===== src/rtl/lna_seq.sv =====
// LNA power-up / gain-mode sequencer: bias -> core enable -> settle -> ready.
// Optional macro LNA_SEQ_GAIN_RAMP_EN: ramp lna_mode one step per settle dwell.
module lna_seq #(
  parameter int BIAS_CYC   = 64,
  parameter int SETTLE_CYC = 32,
  parameter int CNT_W      = 8
) (
  input  logic       clk,
  input  logic       rst,
  input  logic       pd_req,
  input  logic [1:0] mode_req,
  output logic       bias_en,
  output logic       lna_en,
  output logic [1:0] lna_mode,
  output logic       lna_rdy,
  output logic       busy
);

  typedef enum logic [2:0] {
    S_OFF,
    S_BIAS,
    S_SETTLE,
    S_ON,
    S_MODE_SW,
    S_SHUTDOWN
  } state_e;

  localparam logic [CNT_W-1:0] BIAS_LOAD   = CNT_W'(BIAS_CYC - 1);
  localparam logic [CNT_W-1:0] SETTLE_LOAD = CNT_W'(SETTLE_CYC - 1);

  state_e           state_q, state_d;
  logic [CNT_W-1:0] cnt_q, cnt_d;
  logic             bias_en_q, bias_en_d;
  logic             lna_en_q, lna_en_d;
  logic [1:0]       lna_mode_q, lna_mode_d;
  logic             lna_rdy_q, lna_rdy_d;
  logic [1:0]       step_mode;
  logic [CNT_W-1:0] cnt_dec;

  // Mode applied by one MODE_SW step.
  always_comb begin
`ifdef LNA_SEQ_GAIN_RAMP_EN
    if (mode_req > lna_mode_q) step_mode = lna_mode_q + 2'd1;
    else                       step_mode = lna_mode_q - 2'd1;
`else
    step_mode = mode_req;
`endif
  end

  // Saturating decrement keeps the dwell counter from wrapping.
  assign cnt_dec = (cnt_q != '0) ? cnt_q - 1'b1 : '0;

  always_comb begin
    state_d    = state_q;
    cnt_d      = cnt_dec;
    bias_en_d  = bias_en_q;
    lna_en_d   = lna_en_q;
    lna_mode_d = lna_mode_q;
    lna_rdy_d  = lna_rdy_q;

    unique case (state_q)
      S_OFF: begin
        bias_en_d  = 1'b0;
        lna_en_d   = 1'b0;
        lna_mode_d = '0;
        lna_rdy_d  = 1'b0;
        if (!pd_req) begin
          state_d   = S_BIAS;
          bias_en_d = 1'b1;
          cnt_d     = BIAS_LOAD;
        end
      end
      S_BIAS: begin
        if (pd_req) begin
          state_d   = S_SHUTDOWN;
          lna_en_d  = 1'b0;
          lna_rdy_d = 1'b0;
        end else if (cnt_q == '0) begin
          state_d    = S_SETTLE;
          lna_en_d   = 1'b1;
          lna_mode_d = mode_req;
          cnt_d      = SETTLE_LOAD;
        end
      end
      S_SETTLE: begin
        if (pd_req) begin
          state_d   = S_SHUTDOWN;
          lna_en_d  = 1'b0;
          lna_rdy_d = 1'b0;
        end else if (cnt_q == '0) begin
          state_d   = S_ON;
          lna_rdy_d = 1'b1;
        end
      end
      S_ON: begin
        if (pd_req) begin
          state_d   = S_SHUTDOWN;
          lna_en_d  = 1'b0;
          lna_rdy_d = 1'b0;
        end else if (mode_req != lna_mode_q) begin
          state_d    = S_MODE_SW;
          lna_rdy_d  = 1'b0;
          lna_mode_d = step_mode;
          cnt_d      = SETTLE_LOAD;
        end
      end
      S_MODE_SW: begin
        if (pd_req) begin
          state_d   = S_SHUTDOWN;
          lna_en_d  = 1'b0;
          lna_rdy_d = 1'b0;
        end else if (cnt_q == '0) begin
          if (mode_req == lna_mode_q) begin
            state_d   = S_ON;
            lna_rdy_d = 1'b1;
          end else begin
            lna_mode_d = step_mode;
            cnt_d      = SETTLE_LOAD;
          end
        end
      end
      S_SHUTDOWN: begin
        state_d    = S_OFF;
        bias_en_d  = 1'b0;
        lna_en_d   = 1'b0;
        lna_mode_d = '0;
        lna_rdy_d  = 1'b0;
      end
      default: begin
        state_d    = S_OFF;
        cnt_d      = '0;
        bias_en_d  = 1'b0;
        lna_en_d   = 1'b0;
        lna_mode_d = '0;
        lna_rdy_d  = 1'b0;
      end
    endcase
  end

  always_ff @(posedge clk or posedge rst) begin
    if (rst) begin
      state_q    <= S_OFF;
      cnt_q      <= '0;
      bias_en_q  <= 1'b0;
      lna_en_q   <= 1'b0;
      lna_mode_q <= '0;
      lna_rdy_q  <= 1'b0;
    end else begin
      state_q    <= state_d;
      cnt_q      <= cnt_d;
      bias_en_q  <= bias_en_d;
      lna_en_q   <= lna_en_d;
      lna_mode_q <= lna_mode_d;
      lna_rdy_q  <= lna_rdy_d;
    end
  end

  assign bias_en  = bias_en_q;
  assign lna_en   = lna_en_q;
  assign lna_mode = lna_mode_q;
  assign lna_rdy  = lna_rdy_q;
  assign busy     = (state_q == S_BIAS) || (state_q == S_SETTLE) ||
                    (state_q == S_MODE_SW) || (state_q == S_SHUTDOWN);

endmodule


===== config.mk =====
export PLATFORM = sky130hd
export DESIGN_NAME = lna_seq
export DESIGN_NICKNAME = d
export VERILOG_FILES = /design/src/rtl/lna_seq.sv
export SDC_FILE = /design/constraint.sdc
export NUM_CORES = 1
export LEC_CHECK = 0
export CAP_MARGIN = 20
export CORE_MARGIN = 8
export CORE_UTILIZATION = 25
export DETAILED_ROUTE_END_ITERATION = 10
export GPL_TIMING_DRIVEN = 0
export PLACE_DENSITY = 0.5
export RECOVER_POWER = 25
export SYNTH_ARGS = -nofsm -noshare
export SYNTH_HDL_FRONTEND = slang
export SYNTH_SLANG_ARGS = --single-unit

===== constraint.sdc =====
create_clock -name clk -period 2.7 [get_ports clk]
set_input_delay 0.54 -clock clk [delete_from_list [all_inputs] [get_ports clk]]
set_output_delay 0.54 -clock clk [all_outputs]
set_load 0.05 [all_outputs]

==> results.txt, run 1 <==
The max-slew violation count is 0. The detailed placement HPWL is 2050 µm. The clock insertion delay at the later pin of the skew report came out at 270 ps. The final standard cell area without fillers is 0.00132 mm². The startpoint identified for the worst hold timing path is bias_en. The largest single stage delay on the critical path is 420 ps.

The worst setup path is launched from a flop. The setup clock skew after layout is 6.38 ps. The count of H-tree levels built during CTS came out at 1. The worst hold path stage count came out at 1. During synthesis, Yosys emitted a total of 0 warnings. The number of post-CTS setup repair buffers came out at 0.

The worst register-to-register path ends at state_q[1]. The floorplan core area is 0.00429 mm². The die is 82.3 µm tall. At the worst endpoint, the required time is 2160 ps.

The port buffer count is 10. CTS placed an instance of clkbuf_8 at the clock tree root. The most numerous cell on the critical path is clkbuf_1.

The worst max-slew margin expressed relative to the limit is 0.562. The length in cells of the worst reg-to-reg path came out at 6. The post-detailed-routing wire length came out at 2790 µm. The number of library cell types mapped by synthesis is 40.

The post-synth net total is 131. The worst setup path is of the reg -> out kind. The multi-input gate area in the final layout is 642 µm². The number of global-route vias before repair came out at 986. The clock period minus final worst setup slack came out at 2450 ps.

After detailed routing, the average wire length per cell comes to 14.7 µm. The sequential area share after synthesis came out at 0.364. The number of synthesized register bits is 16. Timing would allow up to 0.409 GHz. The total power draw came out at 1.29 mW. Entering global routing, the biggest net connects 17 pins.

The post-detailed-route count of antenna-violating nets came out at 0. The clock-pin slew on the worst setup and hold paths is 70 ps. The total of max-cap violations came out at 0. The die is 82.3 µm wide. The number of clock sinks came out at 16. Row generation in the floorplan step produced 24 rows. The number of buffers inserted by hold repair at cts is 0. The number of diodes added for antenna fixing is 0. The classification of the worst-slack hold path is reg -> reg. No sink is reached through more buffers than the 2 on the longest clock path. TritonCTS built the clock tree.

The cell area after placement is 0.00126 mm². The filler cell count is 445. The kind of capture point of the worst setup path is an output port. The final count of negative-setup-slack endpoints came out at 0. The fraction of layout cells with a size suffix above 1 is 0.0725.

The end-of-flow core utilization came out at 0.306. Setup repair after global routing left no endpoint under its margin. The path with the worst hold slack has its endpoint at bias_en.

In this run, the number of DRC markers left after iteration 0 of detailed routing was 69. Hold timing on the final database bottoms out at a slack of 488 ps. After synthesis the cells add up to 0.00110 mm².

The I/O pin count came out at 11. The largest vdd supply drop came out at 0.427 mV. Summed over all cells, the static leakage comes to 0.481 nW. The first-pass GRT wire length is 4770 µm. The largest fanout of any net on the critical path is 10. In this run the critical register-to-register path is launched from cnt_q[0]. The run finished with clean final reports. Across every metal layer, demand over resource in global routing totals 0.0903. The initial antenna violation count is 0. The weighted congestion at the end of routability-driven global placement is 0.853. The share of the clock period used by the worst path is 0.906. The initial utilization of the core area, before any placement, comes to 0.256. Walking the worst path, the cells encountered are clkbuf_1 -> clkbuf_1 -> xnor2_1 -> clkbuf_2.

The power density over cell area is 983 mW/mm². The slew at the pin closest to its max-slew limit came out at 656 ps. The arrival time of the worst setup path came out at 1910 ps. The relative area change from synthesis to final layout came out at 19.6%. The per-instance average area after synthesis came out at 8.87 µm².

The library cell used most frequently in the layout, excluding fill and tap cells, is dfrtp_1. The routed layout has 1017 vias. The number of detailed-route iterations in the first pass came out at 4. After routing, the total negative slack on setup checks comes to 0 ps. Setup slack on the worst reg-to-reg path comes out at 540 ps. The library cell contributing the largest single delay on the critical path is clkbuf_1. The die area came out at 0.00678 mm². The number of nets in the layout is 146.

Across the whole layout, storage elements account for 400 µm². The post-synthesis instance total is 124. The post-detailed-route via-to-cell ratio is 5.35. The remaining routing DRC violations is 0. The number of hold-slack violations in the final timing report came out at 0. The number of resized instances in the post-cts repair step came out at 2. Summed over all layers, the global routing overflow is 0. The number of buffers created by CTS is 3.

In the layout the commonest cells are dfrtp_1 (16), nor2_1 (10), inv_1 (8), xnor2_1 (8), clkdlybuf4s50_1 (8).
[logic make-up (layout without fill, tap and decap cells)]
group	count (synthesis)	in the layout	synth area share
compound gates	37	37	0.245
mux	2	2	0.0182
flops	16	16	0.364
xor+xnor	12	12	0.0956
buf+inv	15	29	0.0523
fa+ha+maj	2	2	0.0227
simple gates	40	40	0.203
[flip-flops by register name, indices dropped and copies added, names as in the netlist]
| register | count |
|---|---|
| bias_en | 1 |
| cnt_q | 8 |
| lna_en | 1 |
| lna_mode | 2 |
| lna_rdy | 1 |
| state_q | 3 |
[per-layer routing]
metal	GRT usage	up-vias	routed length (µm)
met1	0.121	486	1300
li1	-	488	-
met3	0.0152	7	184
met5	0	-	0
met2	0.128	36	1210
met4	0.0632	0	93
[synth_stat cells (all sizes together)]
master	n	area (µm²)
dfrtp	16	400
nor2	10	37.5
inv	8	30.0
xnor2	8	70.1
nand2	7	26.3
o211ai	7	52.6
clkbuf	6	22.5
a21oi	5	25.0
o21ai	5	25.0
a211oi	4	30.0
nor2b	4	25.0
or4	4	33.8
xor2	4	35.0
nor4	3	18.8
a21o	2	16.3
a221o	2	20.0
ha	2	25.0
mux2i	2	20.0
nand2b	2	12.5
nand3	2	10.0
nor3	2	10.0
o41ai	2	17.5
or3b	2	17.5
a211o	1	8.76
a21boi	1	7.51
a221oi	1	8.76
a22oi	1	7.51
a311o	1	10.0
a31oi	1	6.26
buf	1	5.00
nand3b	1	7.51
nor3b	1	7.51
nor4bb	1	10.0
o2111ai	1	8.76
o221ai	1	8.76
o311ai	1	8.76
o31ai	1	7.51
or3	1	6.26
[critical path, delay by kind of cell, from the launching register on]
kind                   cells  cell delay, ps
buffers and inverters      3            1070
XOR/XNOR                   1             170
flip-flops                 1             400
[metrics by stage]
step           setup slack [ps]  instances
2_1_floorplan               532        124
3_3_place_gp               15.8        186
3_5_place_dp               27.2        186
4_1_cts                    22.2        190
5_1_grt                     139        190
6_report                    253        190
[layout make-up]
class | count | area share
multi-input cells | 93 | 0.488
flip-flops and latches | 16 | 0.304
repair buffers | 10 | 0.0723
well taps | 52 | 0.0495
clock buffers | 4 | 0.0419
inverters | 8 | 0.0228
plain buffers | 7 | 0.0209
[how the worst max path moves through the flow]
stage	end	cells after the start	slack [ps]	startpoint
floorplan	busy	3	530	state_q[1]
finish	busy	4	250	state_q[1]
global placement	busy	4	20	state_q[1]
global route	busy	4	140	state_q[1]
CTS	busy	4	20	state_q[1]
detailed placement	busy	4	30	state_q[1]
[where the power goes]
group / internal [mW] / switching, mW / total [mW] / leakage [nW]
combinational: 0.267 / 0.402 / 0.669 / 0.258
clock: 0.130 / 0.101 / 0.231 / 0.0288
sequential: 0.310 / 0.0833 / 0.393 / 0.194
Power figures use the tool's default switching activity.
==> inputs of run 2 (changes only) <==
==> constraint.sdc (replaced) <==
create_clock -name clk -period 2.85 [get_ports clk]
set_input_delay 0.57 -clock clk [delete_from_list [all_inputs] [get_ports clk]]
set_output_delay 0.57 -clock clk [all_outputs]
set_load 0.05 [all_outputs]
==> run 2 against run 1 <==
Combinational power fell by 4.9%. Clock power fell by 5%. Total power fell by 5.1%. Worst hold slack did not move. Via count fell by 0.20%. Die area did not move. Count of clock-buffer cells in the layout did not move. Critical path depth did not move. Core utilization rose by 0.088 points. Sequential power fell by 5.3%. First-iteration DRC count did not move. Clock skew barely moved.
==> results.txt, run 2 (synthesis results as in run 1) <==
The port buffer count is 10. The post-detailed-routing wire length came out at 2790 µm. The library cells used most frequently in the layout, excluding fill and tap cells, are dfrtp_1 (16), nor2_1 (10), inv_1 (8), xnor2_1 (8), clkdlybuf4s50_1 (8). The largest individual stage delay along the critical path comes from the cell dlygate4sd2_1. The category of the worst setup path launch point is a flop. Walking the worst path, the cells encountered are clkbuf_1 -> clkbuf_1 -> xnor2_1 -> dlygate4sd2_1. The number of buffers created by CTS is 3. The final count of negative-setup-slack endpoints came out at 0.

The critical path's largest stage delay is 550 ps. The number of flip-flops in the largest register is 8. The worst hold path stage count came out at 1. The detailed placement HPWL is 2050 µm. The post-detailed-route via-to-cell ratio came out at 5.34. The path with the worst hold slack has its endpoint at bias_en.

The die covers 0.00678 mm². The number of detailed-route iterations in the first pass is 4. The critical path is of the reg -> out type. The worst max-slew margin expressed relative to the limit came out at 0.563. The filler cell count is 446. The leakage power of the design came out at 0.481 nW. Across the run, the number of max-cap violations was 0. The clock period minus final worst setup slack came out at 2720 ps. The most numerous cell on the critical path is clkbuf_1. In this run, placement finished with an instance count of 186. For the worst flop-to-flop path, the logic depth is 6.

In this run the post-CTS setup repair buffer count came out at 0. The arrival time of the worst setup path came out at 2150 ps. Of the available clock period, the critical path in the final layout requires 0.953.

The clock-pin slew on the worst setup and hold paths is 70 ps. After routing, the total negative slack on setup checks comes to 0 ps. The number of buffers inserted by hold repair at cts came out at 0. The number of diodes added for antenna fixing came out at 0. The count of H-tree levels built during CTS came out at 1.

The number of clock sinks came out at 16. The multi-input combinational cells in the finished layout cover a total of 642 µm². The floorplan core area is 0.00429 mm². TritonCTS built the clock tree. The total congestion overflow after global routing is 0. The worst register-to-register path ends at state_q[1]. The startpoint identified for the worst register-to-register timing path is cnt_q[0].

The start point of the worst min-delay path is bias_en. The largest vdd supply drop came out at 0.404 mV. The global routing usage summed across all routing layers came out at 0.0903. The register with the highest flop count is cnt_q.

The area taken by flip-flops and latches came out at 400 µm². The maximum clock frequency is 0.368 GHz. The worst hold path belongs to the class reg -> reg. The initial antenna violation count is 0. At the worst endpoint, the required time is 2280 ps. The x dimension of the die is 82.3 µm. The kind of capture point of the worst setup path is an output port. The remaining routing DRC violations came out at 0. The I/O pin count is 11.

The max-slew violation count came out at 0. Leaving out filler cells and counting taps, the final layout contains 190. The largest fanout of any net on the critical path is 10.

The setup clock skew after layout is 6.28 ps. The setup slack of the worst register-to-register path came out at 690 ps. At the later pin of the worst-skew pair, clock insertion delay measures 270 ps.

The fraction of layout cells with a size suffix above 1 came out at 0.0652. The count of nets left with antenna violations once routing finished came out at 0. The flow ran to the end, and the final reports show no timing, DRC or antenna violations. The number of global-route vias before repair is 986. The weighted congestion at the end of routability-driven global placement came out at 0.853.

The count of routing violations after the opening detailed-route iteration is 69. The detailed-route via count came out at 1015. Power spread over the standard cell area amounts to 930 mW/mm². The initial standard-cell utilization of the core is 0.256. Setup repair after global routing left no endpoint under its margin. After detailed routing, the average wire length per cell comes to 14.7 µm.

The chip height came out at 82.3 µm. The slew at the pin closest to its max-slew limit came out at 655 ps. In this run the clock root is driven by a clkbuf_8.

The pin count of the biggest net entering global routing came out at 17. The number of hold-slack violations in the final timing report is 0. The relative area change from synthesis to final layout came out at 19.9%.

Counting along the longest clock path gives a buffer depth of 2. The commonest non-fill, non-tap cell in the layout is dfrtp_1. The number of nets in the layout is 146. The first global-routing pass estimated 4770 µm of wire. The total number of placement rows is 24.
==> run 2: cell types whose count changed in the layout (fill, tap and decap cells not counted) <==
cell,delta
clkbuf_2,-1
dlygate4sd2_1,+1
==> run 2: final cells by class <==
| class | count | area share |
|---|---|---|
| Clock buffer | 4 | 0.0417 |
| Inverter | 8 | 0.0228 |
| Multi-Input combinational cell | 93 | 0.487 |
| Tap cell | 52 | 0.0493 |
| Timing Repair Buffer | 10 | 0.0750 |
| Sequential cell | 16 | 0.304 |
| Buffer | 7 | 0.0209 |
==> run 2: metrics by stage <==
step	utilization	total power, mW	worst slack (ps)	cell area [µm²]	hold WS [ps]
global route	0.307	1.32	10.2	1320	507
global placement	0.295	1.02	136	1260	466
detailed placement	0.295	1.02	147	1260	474
finish	0.307	1.23	134	1320	488
CTS	0.307	1.24	119	1320	495
floorplan	-	0.849	652	1100	484
==> run 2: report_power, final <==
group	switching (mW)	leakage, nW	total [mW]	internal [mW]
registers	0.0790	0.194	0.372	0.293
logic	0.380	0.259	0.636	0.256
clock network	0.0953	0.0288	0.219	0.123
==> run 2: worst max-delay path, delay by kind of cell, from the launching register on <==
| kind | cells | cell delay [ps] |
|---|---|---|
| buf+inv | 3 | 1320 |
| flops | 1 | 400 |
| xor+xnor | 1 | 170 |
==> run 2: per-layer routing <==
| metal | part of all wire | global-route usage |
|---|---|---|
| met5 | 0 | 0 |
| met4 | 0.033 | 0.0632 |
| met3 | 0.067 | 0.0152 |
| met2 | 0.44 | 0.128 |
| met1 | 0.46 | 0.121 |
==> run 2: worst max-delay path by stage <==
stage,start,to,slack [ps],cells after the start
3_5_place_dp,state_q[1],busy,150,4
2_1_floorplan,state_q[1],busy,650,3
3_3_place_gp,state_q[1],busy,140,4
6_report,state_q[1],busy,130,4
5_1_grt,state_q[1],busy,10,4
4_1_cts,state_q[1],busy,120,4
==> run 2: repair_timing <==
item / CTS / global route
gates resized for setup: 1 / 0
endpoints found under the setup margin: 1 / 0
hold endpoints to repair: 0 / 0
==> inputs of run 3 (changes only) <==
--- a/config.mk
+++ b/config.mk
@@ -9,8 +9,9 @@
 export CORE_MARGIN = 8
 export CORE_UTILIZATION = 25
 export DETAILED_ROUTE_END_ITERATION = 10
+export DONT_BUFFER_PORTS = 1
 export GPL_TIMING_DRIVEN = 0
-export PLACE_DENSITY = 0.5
+export PLACE_DENSITY = 0.47
 export RECOVER_POWER = 25
 export SYNTH_ARGS = -nofsm -noshare
 export SYNTH_HDL_FRONTEND = slang
==> run 3 against run 2 <==
Sequential power rose by 15%. Sequential cell count did not move. Critical path type unchanged. Critical path depth fell by 1. Critical endpoint unchanged. First-iteration DRC count fell by 33%.
==> results.txt, run 3 (synthesis results as in run 1) <==
The count of nets left with antenna violations once routing finished came out at 0. The flow ran to the end, and the final reports show no timing, DRC or antenna violations. The clock net in this run drives a total of 16 sinks.

11 I/O pins were placed. The number of buffers created by CTS is 3. The fraction of layout cells with a size suffix above 1 came out at 0.0781. CTS built an H-tree with a depth of 1.

Among all stages on the critical path, the largest delay is contributed by xnor2_2. The total congestion overflow after global routing came out at 0. The tree is rooted in a clkbuf_8.

The initial antenna violation count is 0. The TritonCTS clock tree is done. The met3 wire length came out at 98 µm. The weighted congestion at the end of routability-driven global placement came out at 0.872. The cell that appears most often on the critical path is clkbuf_1. The first-pass GRT wire length came out at 4720 µm. The kind of capture point of the worst setup path is an output port. The clock-pin slew on the worst setup and hold paths is 70 ps.

Signal routing reaches up to met4. The count of routing violations after the opening detailed-route iteration is 46. In the layout the commonest cells are dfrtp_1 (16), nor2_1 (10), inv_1 (8). Setup repair after global routing left no endpoint under its margin. The area taken by flip-flops and latches came out at 400 µm².

The critical path is of the reg -> out type. In this run the worst hold path is classified as in -> async. Across the VDD grid, the largest voltage drop is 0.499 mV. Measured against its own limit, the worst slew margin works out to 0.534. The final route contains 951 vias.

The number of global-route vias before repair came out at 969. Static timing analysis puts the maximum clock frequency at 0.416 GHz. The multi-input gate area in the final layout came out at 649 µm².

The clock tree buffer depth is 2. In this run, post-CTS hold repair placed 0 buffers. The kind of cell with the highest combined delay along the critical path is XOR/XNOR gates. The detailed placement HPWL came out at 2060 µm. The tightest hold margin is 276 ps. The number of detailed-route iterations in the first pass is 4. Data on the critical path arrives at its endpoint at 1840 ps.

The clock period minus final worst setup slack is 2410 ps. The final count of negative-setup-slack endpoints is 0. At the end of the flow the core is filled with cells to 0.286.

The filler cell count came out at 447. The share of the clock period used by the worst path came out at 0.844. The relative area change from synthesis to final layout came out at 11.6%. At the later pin of the worst-skew pair, clock insertion delay measures 250 ps. The signal on the critical path passes through clkbuf_1 -> clkbuf_1 -> xnor2_2.

The slew at the pin closest to its max-slew limit is 692 ps. For this run, the total global-route usage over all layers was measured as 0.0887. In this run the power density over the cells is 953 mW/mm². The chip height is 82.3 µm. Leaving out fill and tap cells, the most frequent cell in the layout is dfrtp_1. The max-slew violation count is 0.

Using the TritonRoute via totals, the vias-per-cell ratio works out to 5.28. Row generation in the floorplan step produced 24 rows. The number of hold-slack violations in the final timing report came out at 0. The total of max-cap violations came out at 0. The accumulated negative setup slack came out at 0 ps.

The initial standard-cell utilization of the core came out at 0.256. In the final routed layout, each cell accounts on average for 14.7 µm. The routed wire length on met2 is 1260 µm. The floorplan core area came out at 0.00429 mm².

STA puts the critical path data required time at 2280 ps. The leakage power of the design came out at 0.447 nW. Ranked by flip-flop count, first place goes to cnt_q. The remaining routing DRC violations came out at 0. Port buffering added 0 buffers. Summed over all layers, the routed wires come to 2650 µm. The number of flip-flops in the largest register came out at 8.

The critical path's largest stage delay is 620 ps. After the last flow step, the layout net total stands at 136. The pin count of the biggest net entering global routing is 17.

The count of buffering cells on the critical path with inverters included is 2. The routed length on met1 is 1220 µm. The setup clock skew after layout is 2.18 ps. The x dimension of the die came out at 82.3 µm.

The number of diodes added for antenna fixing came out at 0. The die area is 0.00678 mm². The category of the worst setup path launch point is a flop. The largest fanout of any net on the critical path is 10.
[run 3: cell types whose count changed in the layout (fill, tap and decap cells not counted)]
cell,change
dlygate4sd2_1,-1
xnor2_2,+1
clkdlybuf4s50_1,-8
xnor2_1,-1
dlygate4sd3_1,-1
[run 3: area by class of cell]
type                    count  area share
well taps                  52      0.0530
inverters                   8      0.0245
clock buffers               4      0.0449
multi-input cells          93       0.529
plain buffers               7      0.0224
flip-flops and latches     16       0.326
[run 3: path summary, 6_finish.rpt]
path / start / end / cells after the start / slack, ps
hold reg to reg: cnt_q[0] / cnt_q[0] / 1 / 580
min in group clk: mode_req[1] / lna_mode[1] / 2 / 460
setup / recovery: state_q[1] / busy / 3 / 440
hold / removal: rst / lna_rdy / 1 / 280
setup reg to reg: cnt_q[0] / cnt_q[7] / 6 / 650
max in group asynchronous: rst / cnt_q[6] / 1 / 2180
[run 3: worst register-to-register path, stage by stage, from the launching register on]
cell	delay, ps
dfrtp_1	420
inv_1	100
ha_1	160
or3b_2	520
o21ai_0	600
a311o_1	240
nor2_1	60
[run 3: metrics by stage]
stage,instance area (µm²),setup slack [ps],std cells,total power [mW]
CTS,1220,87.3,180,1.17
global placement,1160,377,176,0.963
floorplan,1100,652,124,0.849
finish,1230,443,180,1.17
detailed placement,1160,367,176,0.962
global route,1230,322,180,1.26
[run 3: timing repair]
action | 4_1_cts | 5_1_grt
buffers inserted | 0 | 0
hold endpoints to repair | 0 | 0
setup endpoints to repair | 0 | 1
gates resized for setup | 0 | 1
[run 3: metal layers]
metal,track usage,vias up
li1,-,467
met1,0.114,452
met2,0.136,26
met3,0.0141,6
met4,0.0544,0
met5,0,-
[run 3: power breakdown]
part,total [mW],switching (mW),internal [mW]
registers,0.428,0.136,0.292
logic,0.536,0.313,0.223
clock network,0.206,0.0830,0.123
